**src/rtl/pipelined_shifter.sv**
```systemverilog
// Pipelined barrel shifter (LSL/LSR/ASR/ROR): one register stage per shift-amount bit,
// valid/ready flow control on both sides, carry/zero flags and a pass-through tag.
module pipelined_shifter #(
    parameter int unsigned WIDTH = 32,
    parameter int unsigned TAG_W = 4,
    localparam int unsigned SHW  = $clog2(WIDTH)
) (
    input  logic             clk_i,
    input  logic             rst_ni,
    input  logic             flush_i,
    input  logic             in_valid_i,
    output logic             in_ready_o,
    input  logic [WIDTH-1:0] in_data_i,
    input  logic [SHW-1:0]   in_amt_i,
    input  logic [2:0]       in_op_i,
    input  logic [TAG_W-1:0] in_tag_i,
    output logic             out_valid_o,
    input  logic             out_ready_i,
    output logic [WIDTH-1:0] out_data_o,
    output logic             out_carry_o,
    output logic             out_zero_o,
    output logic [TAG_W-1:0] out_tag_o
);

    localparam logic [2:0] OpLsl = 3'b001;
    localparam logic [2:0] OpLsr = 3'b010;
    localparam logic [2:0] OpAsr = 3'b011;
    localparam logic [2:0] OpRor = 3'b100;

    logic [SHW-1:0]   valid_s;
    logic [SHW-1:0]   carry_s;
    logic [SHW-1:0]   adv;
    logic [WIDTH-1:0] data_s [SHW];
    logic [TAG_W-1:0] tag_s  [SHW];
    logic [SHW-1:0]   amt_s  [SHW-1];
    logic [2:0]       op_s   [SHW-1];

    // adv[k]: the slot after stage k can take its word this cycle.
    always_comb begin
        adv = '0;
        adv[SHW-1] = out_ready_i;
        for (int k = SHW - 2; k >= 0; k--) begin
            adv[k] = ~valid_s[k+1] | adv[k+1];
        end
    end

    assign in_ready_o = (~valid_s[0] | adv[0]) & ~flush_i;

    for (genvar k = 0; k < SHW; k++) begin : g_stage
        localparam int unsigned S = 1 << k;

        logic             src_valid;
        logic             src_carry;
        logic [WIDTH-1:0] src_data;
        logic [SHW-1:0]   src_amt;
        logic [2:0]       src_op;
        logic [TAG_W-1:0] src_tag;
        logic             do_shift;
        logic             load;
        logic [WIDTH-1:0] data_d, data_q;
        logic             carry_d, carry_q;
        logic [TAG_W-1:0] tag_q;
        logic             valid_q;

        if (k == 0) begin : g_src_in
            assign src_valid = in_valid_i;
            assign src_carry = 1'b0;
            assign src_data  = in_data_i;
            assign src_amt   = in_amt_i;
            assign src_op    = in_op_i;
            assign src_tag   = in_tag_i;
        end else begin : g_src_prev
            assign src_valid = valid_s[k-1];
            assign src_carry = carry_s[k-1];
            assign src_data  = data_s[k-1];
            assign src_amt   = amt_s[k-1];
            assign src_op    = op_s[k-1];
            assign src_tag   = tag_s[k-1];
        end

        // The amount is shifted down one bit per stage; only bit 0 is left by the last stage.
        assign do_shift = (k == SHW - 1) ? |src_amt : src_amt[0];
        assign load     = ~valid_q | adv[k];

        always_comb begin
            data_d  = src_data;
            carry_d = src_carry;
            if (do_shift) begin
                case (src_op)
                    OpLsl: begin
                        data_d  = src_data << S;
                        carry_d = src_data[WIDTH-S];
                    end
                    OpLsr: begin
                        data_d  = src_data >> S;
                        carry_d = src_data[S-1];
                    end
                    OpAsr: begin
                        data_d  = $signed(src_data) >>> S;
                        carry_d = src_data[S-1];
                    end
                    OpRor: begin
                        data_d  = (src_data >> S) | (src_data << (WIDTH - S));
                        carry_d = src_data[S-1];
                    end
                    default: ;
                endcase
            end
        end

        always_ff @(posedge clk_i or negedge rst_ni) begin
            if (!rst_ni) begin
                valid_q <= 1'b0;
                data_q  <= '0;
                carry_q <= 1'b0;
                tag_q   <= '0;
            end else begin
                if (flush_i) begin
                    valid_q <= 1'b0;
                end else if (load) begin
                    valid_q <= src_valid;
                end
                if (load && src_valid && !flush_i) begin
                    data_q  <= data_d;
                    carry_q <= carry_d;
                    tag_q   <= src_tag;
                end
            end
        end

        assign valid_s[k] = valid_q;
        assign carry_s[k] = carry_q;
        assign data_s[k]  = data_q;
        assign tag_s[k]   = tag_q;

        if (k < SHW - 1) begin : g_fwd
            logic [SHW-1:0] amt_q;
            logic [2:0]     op_q;

            always_ff @(posedge clk_i or negedge rst_ni) begin
                if (!rst_ni) begin
                    amt_q <= '0;
                    op_q  <= '0;
                end else if (load && src_valid && !flush_i) begin
                    amt_q <= src_amt >> 1;
                    op_q  <= src_op;
                end
            end

            assign amt_s[k] = amt_q;
            assign op_s[k]  = op_q;
        end
    end

    assign out_valid_o = valid_s[SHW-1];
    assign out_data_o  = data_s[SHW-1];
    assign out_carry_o = carry_s[SHW-1];
    assign out_tag_o   = tag_s[SHW-1];
    // Gated by valid so the flag reads 0 out of reset.
    assign out_zero_o  = valid_s[SHW-1] & ~|data_s[SHW-1];

endmodule

```
**config.mk**
```make
export PLATFORM = sky130hd
export DESIGN_NAME = pipelined_shifter
export DESIGN_NICKNAME = d
export VERILOG_FILES = /design/src/rtl/pipelined_shifter.sv
export SDC_FILE = /design/constraint.sdc
export NUM_CORES = 1
export LEC_CHECK = 0
export CAP_MARGIN = 30
export CORE_MARGIN = 2
export CORE_UTILIZATION = 50
export CTS_CLUSTER_DIAMETER = 120
export DETAILED_ROUTE_END_ITERATION = 7
export HOLD_SLACK_MARGIN = 0.05
export PLACE_DENSITY = 0.7
export SLEW_MARGIN = 20
export SYNTH_ARGS = -nofsm -noshare
export SYNTH_HDL_FRONTEND = slang
export SYNTH_SLANG_ARGS = --single-unit
```
**constraint.sdc**
```tcl
create_clock -name clk_i -period 2.5 [get_ports clk_i]
set_input_delay 0.5 -clock clk_i [delete_from_list [all_inputs] [get_ports clk_i]]
set_output_delay 0.5 -clock clk_i [all_outputs]
set_load 0.03 [all_outputs]
```
Yosys cells after proc, flatten, opt, wreduce, memory -nomap -nowiden

Index checks and enable logic that the tools add are counted.

Register bits: 212
Logic and storage cells: 119
Bits of input ports: 49
Output and inout bits: 40

Bitwise gates (word level): 18
Reductions and logical operators: 23
Eq/ne operators: 20
Muxes and demuxes: 30

Operators with widths:

| cell                 | count |
|---|---|
| $pmux W32 S4         | 5 |
| $mux W32             | 5 |
| $or A16 B32 Y32      | 1 |
| $or A24 B32 Y32      | 1 |
| $or A28 B32 Y32      | 1 |
| $or A30 B32 Y32      | 1 |
| $or A31 B32 Y32      | 1 |
| $reduce_or A32 Y1    | 1 |
| $eq A3 B2 Y1 const B | 10 |
| $eq A3 B1 Y1 const B | 5 |
| $eq A3 B3 Y1 const B | 5 |
| $mux W1              | 15 |
| $reduce_or A3 Y1     | 5 |
| $logic_and A1 B1 Y1  | 10 |
| $pmux W1 S2          | 5 |
| $reduce_bool A2 Y1   | 5 |
| $not A1 Y1           | 6 |
| $or A1 B1 Y1         | 5 |
| $and A1 B1 Y1        | 2 |
| $logic_not A1 Y1     | 2 |

Longest topological paths before layout

Gate-level depths: netlist (run 1).

Depth in word-level cells: 8
Gate-level depth with buffers: 7
Depth with buffers taken out: 4

Worst setup path before layout (run 1)

No wires, ideal clock.

Kind: reg-to-output
From: reg g_stage[4].data_q[1], in the netlist out_data_o[1]
To: out out_zero_o
Setup slack: 381 ps
Cell stages (with the launch flop): 4
Required time: 2000 ps
Arrival: 1619 ps
Path buffers: 0
Path through: dfrtp_1 -> nor4b_1 -> nand4_1 -> nor3_1

Longest elaborated chain between the ends: 3

RTL lines:

| element                  | line | source |
|---|---|---|
| start: declaration       | 60   | `logic [WIDTH-1:0] data_d, data_q;` |
| start signal: assignment | 124  | `data_q <= data_d;` |
| $reduce_or A32 Y1        | 160  | `assign out_zero_o = valid_s[SHW-1] & ~\|data_s[SHW-1];` |
| $logic_not A1 Y1         | 160  |  |
| $and A1 B1 Y1            | 160  |  |
| end: declaration         | 21   | `output logic out_zero_o,` |

No other way between the ends.

Worst setup path after layout (run 1)

From: reg g_stage[4].data_q[7], in the netlist out_data_o[7]
To: out out_zero_o

Same word-level chain as after synthesis.

==> results of run 1 <==
[stage by stage]
step | setup slack (ns) | utilization, % | cell area [µm²]
6_report | 0.0912 | 60.0 | 14100
5_1_grt | 0.0244 | 60.0 | 14100
4_1_cts | 0.0782 | 60.0 | 14100
3_5_place_dp | 0.0586 | 56.7 | 13400
3_3_place_gp | 0.0839 | 56.7 | 13400
2_1_floorplan | 0.381 | - | 12000
[what timing repair did]
item	4_1_cts	5_1_grt
hold buffers	1	0
endpoints found under the hold margin	56	0
resized for setup	8	0
endpoints found under the setup margin	1	0
[area by class of cell]
| type | instances | area [µm²] | share of cell area [%] |
|---|---|---|---|
| tap | 319 | 399 | 2.83 |
| timing repair buffer | 148 | 1490 | 10.6 |
| clock inverter | 9 | 83.8 | 0.594 |
| multi-input combinational | 962 | 6130 | 43.4 |
| sequential | 212 | 5310 | 37.6 |
| clock buffer | 35 | 662 | 4.69 |
| inverter | 14 | 52.6 | 0.372 |
[layer usage]
metal,routed length (µm),vias up,global-route usage (%),share of wire [%]
met1,14800,5131,37.4,45
li1,-,5007,-,-
met4,690,0,6.49,2.1
met5,0,-,0,0
met3,1650,51,2.45,5.0
met2,15700,380,41.1,48
[worst max path at each step]
stage             startpoint          to  slack (ns)  cells past startpoint
3_5_place_dp   out_data_o[7]  out_zero_o        0.06                      4
3_3_place_gp   out_data_o[7]  out_zero_o        0.08                      4
4_1_cts        out_data_o[7]  out_zero_o        0.08                      4
5_1_grt        out_data_o[7]  out_zero_o        0.02                      4
6_report       out_data_o[7]  out_zero_o        0.09                      4
2_1_floorplan  out_data_o[1]  out_zero_o        0.38                      3
[registers in the layout, indices dropped and copies added (netlist names)]
signal and cells:
g_stage.carry_q 4, g_stage.data_q 128, g_stage.g_fwd.amt_q 10, g_stage.g_fwd.op_q 12
g_stage.tag_q 16, g_stage.valid_q 4, out_carry_o 1, out_data_o 32
out_tag_o 4, out_valid_o 1
[cell families (layout without fill, tap and decap cells)]
kind of cell	after synthesis	after routing	share of synthesized area, %
multiplexers	46	46	4.31
AND/OR/NAND/NOR	465	465	18.5
XOR/XNOR	1	1	0.0728
flip-flops	212	212	44.1
buffers and inverters	147	206	5.35
AO/OA/AOI/OAI	450	450	27.7
[worst reg2reg max path: cells and delay by family, from the launching register on]
family	cells	cell delay, ns
AOI/OAI and AO/OA	2	0.28
and+or+nand+nor	2	0.74
buffers and inverters	2	0.45
DFF	1	0.47
[cells in the mapped netlist (16+ instances only)]
master	instances
a21oi_1	77
a221o_1	69
a221oi_1	24
a222oi_1	16
a22oi_1	41
a31oi_1	55
a32oi_1	18
buf_2	45
clkbuf_1	72
dfrtp_1	212
mux2_2	45
nand2_1	136
nand2b_1	41
nor2_1	155
nor2b_1	75
o211ai_1	48
o21ai_0	39
[power breakdown]
group | leakage, nW | internal [mW] | switching [mW]
sequential | 2.47 | 4.43 | 1.25
combinational | 2.77 | 2.25 | 2.80
clock | 0.365 | 1.95 | 1.42
==> out/summary.txt, run 1 <==
delay-heaviest family, CP -> simple AND/OR/NAND/NOR gates
Most used DFF post-synth -> dfrtp_1
Final Hold Vio Count -> 0
Relative slew margins -> 48.1%
CP peak stage delay -> 0.43 ns
port bufs -> 88
CTS tree -> done
maxcap violations -> 0
row count -> 56
Clock Root Buffer -> clkbuf_16
WHS -> 0.499 ns
Tcrit/Tclk final -> 96.4%
CP endpoint kind -> output pin
Min-Delay Endpoint -> g_stage[1].tag_q[3]
Syn Inst Count -> 1,321
Setup Viol. Count Final -> 0
Tmin final -> 2.41 ns
Tot Pwr -> 14.1 mW
# fillers -> 2,077
Peak Freq -> 415 MHz
vias in the first global route -> 9,867
min-delay src -> g_stage[0].tag_q[3]
Post-Place Cells -> 1,654
Leak -> 5.61 nW
layout cell share with drive strength beyond 1 -> 11.7%
sequential-to-total area share from yosys stat -> 44.1%
vias -> 10,600
Post-synth EDFFs -> 0
Worst setup SP type -> flip-flop
antenna diode count -> 0
Initial Util -> 51.1%
Vias/cell -> 6.22
unrepaired setup endpoints after global routing -> no
synthesized area -> 12,000 µm²
Yosys top cell area share -> 44.1%
syn avg cell area -> 9.11 µm²
H-tree levels -> 1
Clock Tree Buf Depth -> 3
GRT overflow -> 0
Final Max Slew Viols -> 0
DRT Wirelength -> 32,900 µm
Sink Count -> 212
Max VDD drop -> 0.000523 V
final-stage net count -> 1,411
Die ar. -> 25,300 µm²
Worst Hold Class -> flip-flop to flip-flop
Non-Filler Instances -> 1,699
Yosys warning count -> 0
worst r2r path cells -> 6
outcome -> complete, no violations
worst endpoint required time -> 2.00 ns
global-route wire length before repair -> 53,700 µm
Post-CTS Setup Repair Bufs -> 0
DR pass1 iterations -> 8
syn_nets -> 1,370
worst-margin pin slew -> 0.777 ns
DRC Markers -> 0
cell accounting for the most synthesized area -> dfrtp_1
R2R Path End -> g_stage[1].data_q[8]
CP arrival -> 1.91 ns
leading cell type in the layout, fill and taps excluded -> dfrtp_1
Pwr Density -> 998 nW/µm²
worst path buffer plus inverter count -> 1
crit path max fanout -> 3
Die X -> 159 µm
Detailed Place HPWL -> 23,000 µm
Crit Reg-Reg Startpoint -> g_stage[0].g_fwd.op_q[0]
commonest non-fill, non-tap cells in the layout -> dfrtp_1, nor2_1, nand2_1, clkdlybuf4s50_1, a21oi_1
Placer Congestion -> 0.846
CTS clock-pin slew for the worst setup and hold paths -> 0.06 ns
dominant cells by area after synthesis -> dfrtp_1, a221o_1, nor2_1
Boundary Pins -> 89
synth unique cells -> 56
Synth-to-Final Area Change -> 17.4%
fraction of registers with async set/reset -> 100%
Die Y -> 159 µm
total track usage -> 25.6%
worst-skew pair later-pin latency -> 0.53 ns
antenna violations before repair -> 0
largest net degree at the start of global routing -> 63
worst hold stages -> 1
Worst Skew -> 0.0171 ns
ANT nets after route -> 0
Inserted Clock Buffers -> 24
worst setup path class -> flip-flop to output pin
crit path cell chain -> nor4_4 > nand4_1 > nor3_1 > buf_2
Initial DRC Count -> 1,096
wire per inst -> 19.4 µm
FF+latch count, synth -> 212
worst reg2reg setup slack -> 0.44 ns
core area -> 23,500 µm²
final setup TNS -> 0 ns
Slowest-stage cell, CP -> dfrtp_1
No activity file was read; power rests on OpenSTA's default activity.
==> inputs of run 2 (changes only) <==
--- a/config.mk
+++ b/config.mk
@@ -13,2 +13,3 @@
 export HOLD_SLACK_MARGIN = 0.05
+export MAX_ROUTING_LAYER = met4
 export PLACE_DENSITY = 0.7
==> constraint.sdc (replaced) <==
create_clock -name clk_i -period 2.5 [get_ports clk_i]
set_input_delay 0.625 -clock clk_i [delete_from_list [all_inputs] [get_ports clk_i]]
set_output_delay 0.625 -clock clk_i [all_outputs]
set_load 0.03 [all_outputs]
==> run 2 against run 1 <==
Net effect:
- the flow now finishes with violations (negative setup slack)
- setup slack got worse by 0.11 ns
- sequential power grew 0.7%
- design area grew 1.1%
- core utilization is 0.67 points higher
- clock power increased by 13%
- cell count hardly changed
- die area unchanged
- first-iteration DRC count is 14% higher
- critical path type unchanged
- critical endpoint unchanged
- largest cell class unchanged
==> out/summary.txt, run 2 (same netlist as run 1, synthesis figures left out) <==
Worst setup SP type -> flip-flop
final instance area -> 14,300 µm² (+1.1%)
Post-Place Cells -> 1,653 (-0.060%)
CP arrival -> 1.89 ns (-0.02 ns)
Final Max Slew Viols -> 0 (unchanged)
Peak Freq -> 397 MHz (-4.3%)
Initial Util -> 51.1% (unchanged)
DRT Wirelength -> 32,700 µm (-0.56%)
Sink Count -> 212 (unchanged)
Placer Congestion -> 0.869 (+2.7%)
Non-Filler Instances -> 1,698 (-0.059%)
WHS -> 0.0613 ns (-0.438 ns)
register with the most flip-flops -> g_stage.data_q
CTS tree -> done
outcome -> finished, violations left
Switching Share -> 38.1% (-0.70 points)
Inserted Clock Buffers -> 24 (unchanged)
Detailed Place HPWL -> 22,900 µm (-0.41%)
CTS clock-pin slew for the worst setup and hold paths -> 0.06 ns (about the same)
worst r2r path cells -> 6 (unchanged)
Crit Reg-Reg Startpoint -> g_stage[2].g_fwd.op_q[2]
Max VDD drop -> 0.000574 V (+9.7%)
worst-margin pin slew -> 0.793 ns (+0.0161 ns)
unrepaired setup endpoints after global routing -> yes
Setup Viol. Count Final -> 1 (+1)
CP endpoint kind -> output pin
largest net degree at the start of global routing -> 67 (+6.3%)
H-tree levels -> 1 (unchanged)
global-route wire length before repair -> 53,000 µm (-1.3%)
Boundary Pins -> 89 (unchanged)
leading cell type in the layout, fill and taps excluded -> dfrtp_1
Pwr Density -> 1020 nW/µm² (+2.2%)
violated checks -> negative setup slack
net switching power figure -> 5.55 mW (+1.5%)
ANT nets after route -> 0 (unchanged)
Relative slew margins -> 47.1% (-1.1 points)
Clock Tree Buf Depth -> 3 (unchanged)
pre-CTS WS -> -0.0327 ns (-0.0913 ns)
layout cell share with drive strength beyond 1 -> 12.5% (+0.81 points)
maxcap violations -> 0 (unchanged)
Tmin final -> 2.52 ns (+0.109 ns)
Initial DRC Count -> 1,244 (+14%)
worst endpoint required time -> 1.88 ns (-0.12 ns)
Leak -> 5.68 nW (+1.2%)
Final Hold Vio Count -> 0 (unchanged)
final setup TNS -> -0.0175 ns (-0.0175 ns)
total track usage -> 25.9% (+0.35 points)
Synth-to-Final Area Change -> 18.7%
Tcrit/Tclk final -> 101% (+4.3 points)
Clock Root Buffer -> clkbuf_16
Worst Skew -> 0.0273 ns (+0.0101 ns)
Die ar. -> 25,300 µm² (unchanged)
R2R Path End -> g_stage[3].data_q[17]
Vias/cell -> 6.24 (+0.31%)
worst setup margin -> -0.0175 ns (-0.109 ns)
DP Area -> 13,400 µm² (about the same)
combinational cell fraction of total power -> 34.6% (-1.2 points)
max reg flops -> 128 (unchanged)
clock network fraction of total power -> 26.2% (+2.3 points)
GRT overflow -> 0 (unchanged)
core area -> 23,500 µm² (unchanged)
worst reg2reg setup slack -> 0.39 ns (-0.05 ns)
Die Y -> 159 µm (unchanged)
crit path max fanout -> 3 (unchanged)
antenna violations before repair -> 0 (unchanged)
DRC Markers -> 0 (unchanged)
vias -> 10,600 (+0.25%)
wire per inst -> 19.3 µm (-0.50%)
worst setup path class -> flip-flop to output pin
row count -> 56 (unchanged)
Die X -> 159 µm (unchanged)
commonest non-fill, non-tap cells in the layout -> dfrtp_1, nor2_1, nand2_1, clkdlybuf4s50_1, a21oi_1
Worst Hold Class -> primary input to asynchronous set/reset pin
worst-skew pair later-pin latency -> 0.54 ns (about the same)
DR pass1 iterations -> 6 (-2)
internal power -> 9.02 mW (+4.5%)
antenna diode count -> 0 (unchanged)
port bufs -> 88 (unchanged)
sequential power share -> 39.2% (-1.1 points)
vias in the first global route -> 9,761 (-1.1%)
final-stage net count -> 1,410 (-0.071%)
[run 2: cell types whose count changed in the layout (fill, tap and decap cells not counted), moves of 2 or more]
cell       before  now
nor4_2          0    2
nor4_1          5    2
clkbuf_1        9    2
bufinv_16       1    5
[run 2: final cells by class]
class	count	area, µm²
clock inverter	17	248
fill	2064	9260
sequential	212	5310
multi-input combinational	962	6160
inverter	14	52.6
clock buffer	27	622
timing repair buffer	147	1500
tap	319	399
[run 2: routing by layer]
metal  up-vias  share of wire, %  global-route usage, %  wire (µm)
met3        56               4.7                   2.68       1530
met4         0               2.3                   7.02        742
met5         -                 0                      -          0
met1      5182                46                   36.9      15000
met2       339                47                   39.8      15500
li1       5018                 -                      -          -
[run 2: how the worst max path moves through the flow]
stage                        start               endpoint  slack (ns)  cells past startpoint
floorplan            out_data_o[1]             out_zero_o        0.26                      3
global placement       out_ready_i  g_stage[0].data_q[13]        0.04                      7
detailed placement     out_ready_i  g_stage[0].data_q[16]       -0.03                      7
CTS                 out_data_o[23]             out_zero_o        0.01                      4
global route        out_data_o[23]             out_zero_o       -0.06                      4
finish              out_data_o[23]             out_zero_o       -0.02                      4
[run 2: power groups by stage]
stage	clock network (mW)	registers (mW)	logic, mW
floorplan	0	5.46	3.37
global placement	0	5.68	4.86
detailed placement	0	5.71	4.96
CTS	3.85	5.68	5.00
global route	4.00	5.84	5.52
finish	3.81	5.72	5.05
[run 2: stage by stage]
| stage | utilization, % | power (mW) |
|---|---|---|
| after global routing | 60.7 | 15.4 |
| after global placement | 56.7 | 10.5 |
| final | 60.7 | 14.6 |
| after detailed placement | 56.7 | 10.7 |
| after CTS | 60.5 | 14.5 |
| after floorplan | - | 8.84 |
[run 2: critical path, cell delays in order (launching register included)]
cell     delay (ns)
dfrtp_1        0.44
nor4_4         0.36
nand4_1        0.19
nor3_1         0.17
buf_4          0.19
[run 2: repair_timing]
action | 4_1_cts | 5_1_grt
endpoints found under the setup margin | 1 | 2
hold buffers | 0 | 0
pin swaps | 3 | 1
resized for setup | 3 | 4
hold endpoints to repair | 0 | 0
buffers inserted | 0 | 0
